File: src/rtl/seq_divider.sv
// seq_divider: multi-cycle radix-2 restoring divider with valid/ready
// handshakes on both sides. One operation is in flight at a time.
// Optional build macro DIV_SIGNED_EN: operands and results are two's
// complement. The core divides magnitudes, truncating toward zero, and the
// sign fix-up is applied when the result registers are loaded.
//
// state | meaning
// IDLE  | waiting for operands, in_ready high
// CALC  | one shift/trial-subtract iteration per clock
// DONE  | result presented, waiting for out_ready
module seq_divider #(
  parameter int DW = 8,
  parameter int VW = 4
) (
  input  logic          clk,
  input  logic          rst_n,
  input  logic          in_valid,
  output logic          in_ready,
  input  logic [DW-1:0] dividend,
  input  logic [VW-1:0] divisor,
  output logic          out_valid,
  input  logic          out_ready,
  output logic [DW-1:0] quotient,
  output logic [VW-1:0] remainder,
  output logic          div_by_zero
);

  localparam int CW = (DW > 2) ? $clog2(DW) : 1;

  typedef enum logic [1:0] {IDLE, CALC, DONE} state_t;

  state_t        state, state_nx;
  logic [CW-1:0] cnt;
  logic [VW:0]   prem;
  logic [DW-1:0] qreg;
  logic [VW-1:0] dvs;

  logic [VW:0]   shifted, diff, prem_nx;
  logic [DW-1:0] qreg_nx;
  logic          ge;
  logic [DW-1:0] a_mag, q_res;
  logic [VW-1:0] b_mag, r_res;

`ifdef DIV_SIGNED_EN
  logic neg_q, neg_r;
`endif

  // State register
  always_ff @(posedge clk or negedge rst_n) begin
    if (!rst_n) state <= IDLE;
    else        state <= state_nx;
  end

  // Next-state logic
  always_comb begin
    state_nx = state;
    case (state)
      IDLE: if (in_valid) state_nx = (divisor == '0) ? DONE : CALC;
      CALC: if (cnt == '0) state_nx = DONE;
      DONE: if (out_ready) state_nx = IDLE;
      default: state_nx = IDLE;
    endcase
  end

  // Handshake outputs decoded from state
  always_comb begin
    in_ready  = (state == IDLE);
    out_valid = (state == DONE);
  end

  // One restoring iteration; the extra partial-remainder bit holds the
  // borrow of the trial subtraction and never reaches an output.
  always_comb begin
    shifted = {prem[VW-1:0], qreg[DW-1]};
    diff    = shifted - {1'b0, dvs};
    ge      = ~diff[VW];
    prem_nx = ge ? diff : shifted;
    qreg_nx = {qreg[DW-2:0], ge};
  end

  // Operand magnitudes going in, sign-corrected results coming out
  always_comb begin
`ifdef DIV_SIGNED_EN
    a_mag = dividend[DW-1] ? (DW'(0) - dividend) : dividend;
    b_mag = divisor[VW-1]  ? (VW'(0) - divisor)  : divisor;
    q_res = neg_q ? (DW'(0) - qreg_nx) : qreg_nx;
    r_res = neg_r ? (VW'(0) - prem_nx[VW-1:0]) : prem_nx[VW-1:0];
`else
    a_mag = dividend;
    b_mag = divisor;
    q_res = qreg_nx;
    r_res = prem_nx[VW-1:0];
`endif
  end

  // Datapath: operand capture, iteration, result load on entry to DONE
  always_ff @(posedge clk or negedge rst_n) begin
    if (!rst_n) begin
      cnt         <= '0;
      prem        <= '0;
      qreg        <= '0;
      dvs         <= '0;
      quotient    <= '0;
      remainder   <= '0;
      div_by_zero <= 1'b0;
`ifdef DIV_SIGNED_EN
      neg_q       <= 1'b0;
      neg_r       <= 1'b0;
`endif
    end else begin
      case (state)
        IDLE: begin
          if (in_valid) begin
            if (divisor == '0) begin
              quotient    <= '1;
              remainder   <= '0;
              div_by_zero <= 1'b1;
            end else begin
              cnt  <= CW'(DW - 1);
              prem <= '0;
              qreg <= a_mag;
              dvs  <= b_mag;
`ifdef DIV_SIGNED_EN
              neg_q <= dividend[DW-1] ^ divisor[VW-1];
              neg_r <= dividend[DW-1];
`endif
            end
          end
        end
        CALC: begin
          prem <= prem_nx;
          qreg <= qreg_nx;
          if (cnt == '0) begin
            quotient    <= q_res;
            remainder   <= r_res;
            div_by_zero <= 1'b0;
          end else begin
            cnt <= cnt - 1'b1;
          end
        end
        default: ;
      endcase
    end
  end

endmodule

File: config.mk
export PLATFORM = sky130hd
export DESIGN_NAME = seq_divider
export DESIGN_NICKNAME = d
export VERILOG_FILES = /design/src/rtl/seq_divider.sv
export SDC_FILE = /design/constraint.sdc
export NUM_CORES = 1
export LEC_CHECK = 0
export BUFFER_PORTS_ARGS = -buffer_cell sky130_fd_sc_hd__buf_2
export CORE_MARGIN = 5
export CORE_UTILIZATION = 40
export DETAILED_ROUTE_END_ITERATION = 8
export GPL_TIMING_DRIVEN = 0
export PLACE_DENSITY = 0.68
export SYNTH_ARGS = -nofsm -noshare
export SYNTH_HDL_FRONTEND = slang
export SYNTH_SLANG_ARGS = --single-unit
File: constraint.sdc
create_clock -name clk -period 2.65 [get_ports clk]
set_input_delay 0.265 -clock clk [delete_from_list [all_inputs] [get_ports clk]]
set_output_delay 0.265 -clock clk [all_outputs]
set_load 0.02 [all_outputs]
==> flow_summary.ini <==
[run_status]
status = finished clean

[grt]
grt-ovfl-total = 0
grt_first_pass_wirelength_microns = 7231
antenna_found_initial = 0
grt_max_degree = 35
grt_pass1_vias = 1508
grt_use_total = 0.1482

[placed_design]
numPlacedInstances = 265
portBuffers = 30
gp_congestion = 0.8727
dpl.hpwl_microns = 3025

[clock_tree]
cts_tree = built
clkTransAtPathRegs_ps = 70
cts_buffers = 5
cts.htree.levels = 2
cts.sink_count = 34
cts_root_buffer = clkbuf_8
hold_buffers = 0
clk_latency_ps = 280
post_cts_buffers = 0
cts_resized = 0
cts_buffer_depth = 2

[sta]
fin_tns_setup_ps = 0
finalCritPeriodShare = 0.8196
grt_setup_unrepaired = false
max_freq_mhz = 460.4
hold_viol_final = 0
maxSlewHeadroom = 0.4843
setup_violations = 0
worst_slew_pin_slew_ps = 773.5
min_period_ps = 2172
drv_slew = 0
skew_ps = 5.067

[routing]
dr.pass1.iters = 4
vias_per_cell = 5.458
wl_per_cell_microns = 14.87
vias = 1490
route.detailed.drc = 0
finalWirelength_microns = 4060
drtIter0Drc = 78
ant_nets = 0

[yosys]
ys_warn_count = 0
synth_nets = 206
synth_cell_types = 49
async_flop_share = 1.000
syn_avg_cell_area_sq_um = 9.969
synth-seq-area-share = 0.4664
syn-cell-area_sq_um = 1824
synth-edff-count = 0
ys.flop_type = dfrtp_1
syn_inst = 183
ys_ff_latch = 34

[worst_setup_path]
reg2reg_from = qreg[7]
endpoint_kind = register
r2r_setup_slack_ps = 480
path_max_fanout = 6
path_class = register to register
cp-startpoint = qreg[7]
reg2reg_depth = 8
cp_data_required_time_ps = 2850
start_kind = register
r2r-end = prem[0]
arrival_ps = 2370

[power_and_ir_drop]
power_density_nw_per_um2 = 1472
p_leak_uw = 0.001006
peakVddDrop_mv = 0.5598

[hold_path]
hold_class = input pin to async pin

[floorplan]
initial_core_util = 0.4161
core_area_sq_um = 4384
die_y_microns = 77.53
num_rows = 24
die_area_sq_um = 6011
ios = 31
fp.dieW_microns = 77.53

[flow_run]
cap_viol_max_count = 0

[cells_and_area]
nNetsFinal = 243
stdcell_count = 273
area_growth_pct = 17.83
layout-drive-gt1-share = 0.2579
antenna_cells_inserted = 0
[routing by layer]
layer | vias to the layer above | global-route usage | share of wire
li1 | 735 | - | -
met4 | 0 | 0.05155 | 0.015
met3 | 6 | 0.03819 | 0.032
met2 | 22 | 0.2332 | 0.48
met1 | 727 | 0.1981 | 0.48
met5 | - | 0 | 0
[synthesized netlist by cell type, types with 3 or more instances]
library cell  instances  area, sq um
a211o_1               4        35.03
a211oi_1              3        22.52
a21oi_1               9        45.04
a21oi_2               3        26.28
a31oi_1               8        50.05
buf_2                 4        20.02
clkbuf_1              3        11.26
dfrtp_1              34        850.8
ha_1                  6        75.07
inv_1                13        48.80
mux2_1                4        45.04
nand2_1              24        90.09
nand2b_1              5        31.28
nand3_1               3        15.01
nor2_1               14        52.55
o21ai_0               4        20.02
o22a_1                7        61.31
[layout by cell type, fill, tap and decap left out, types with 2 or more instances in the layout]
master,n
a21oi_1,9
dfrtp_1,34
a21oi_2,3
o31ai_1,2
clkbuf_8,8
nand3_1,3
a211o_1,4
nor2_1,14
nand2b_1,5
a211oi_1,3
buf_2,34
o22a_1,7
ha_1,6
nand2_1,24
o21ai_0,4
inv_1,13
and2_4,2
o21a_1,2
clkbuf_1,3
a31oi_1,8
mux2_1,4
[flip-flops by register name (all words and copies together), names as in the netlist]
register     flops
remainder        4
quotient         8
state            2
cnt              3
div_by_zero      1
dvs              4
prem             4
qreg             8
[cells by family after synthesis]
group | synth area share
and+or+nand+nor | 0.1667
muxes | 0.02469
DFF | 0.4664
adders and majority gates | 0.05213
xor gates and xnor gates | 0.009604
buffers and inverters | 0.05419
AOI/OAI and AO/OA | 0.2263
[power by group]
part / internal (uW) / switching [uW]
clock network: 262 / 183
registers: 785 / 165
logic: 735 / 1030
total: 1780 / 1380
[critical path, cell delays in order (launching register included)]
cell,delay [ps]
dfrtp_1,410
inv_1,70
ha_1,160
inv_1,50
fa_1,410
a211o_1,360
a21o_1,230
and3_4,210
o32ai_2,190
[layout make-up]
| class | instances | area (sq um) |
|---|---|---|
| sequential | 34 | 850.8 |
| tap | 52 | 65.06 |
| fill | 411 | 2235 |
| multi-input combinational | 127 | 874.6 |
| timing repair buffer | 30 | 150.1 |
| buffer | 9 | 50.05 |
| inverter | 13 | 48.80 |
| clock buffer | 8 | 110.1 |
[through the flow]
stage	hold WS, ps	util	power (uW)	instance area (sq um)	worst slack [ps]
floorplan	-30.59	-	2289	1824	626.8
global placement	395.6	0.4652	2695	2039	512.7
detailed placement	393.5	0.4652	2732	2039	467.2
CTS	77.38	0.4903	3194	2150	460.6
global route	120.6	0.4903	3457	2150	323.4
finish	56.60	0.4903	3164	2150	478.1
[worst max-delay path by stage]
stage / to / slack, ps / depth (start not counted)
floorplan: prem[0] / 630 / 8
global placement: prem[0] / 510 / 8
detailed placement: prem[0] / 470 / 8
CTS: prem[0] / 460 / 8
global route: remainder[3] / 320 / 8
finish: prem[0] / 480 / 8
Note: power is estimated with default switching activity, not from simulation.
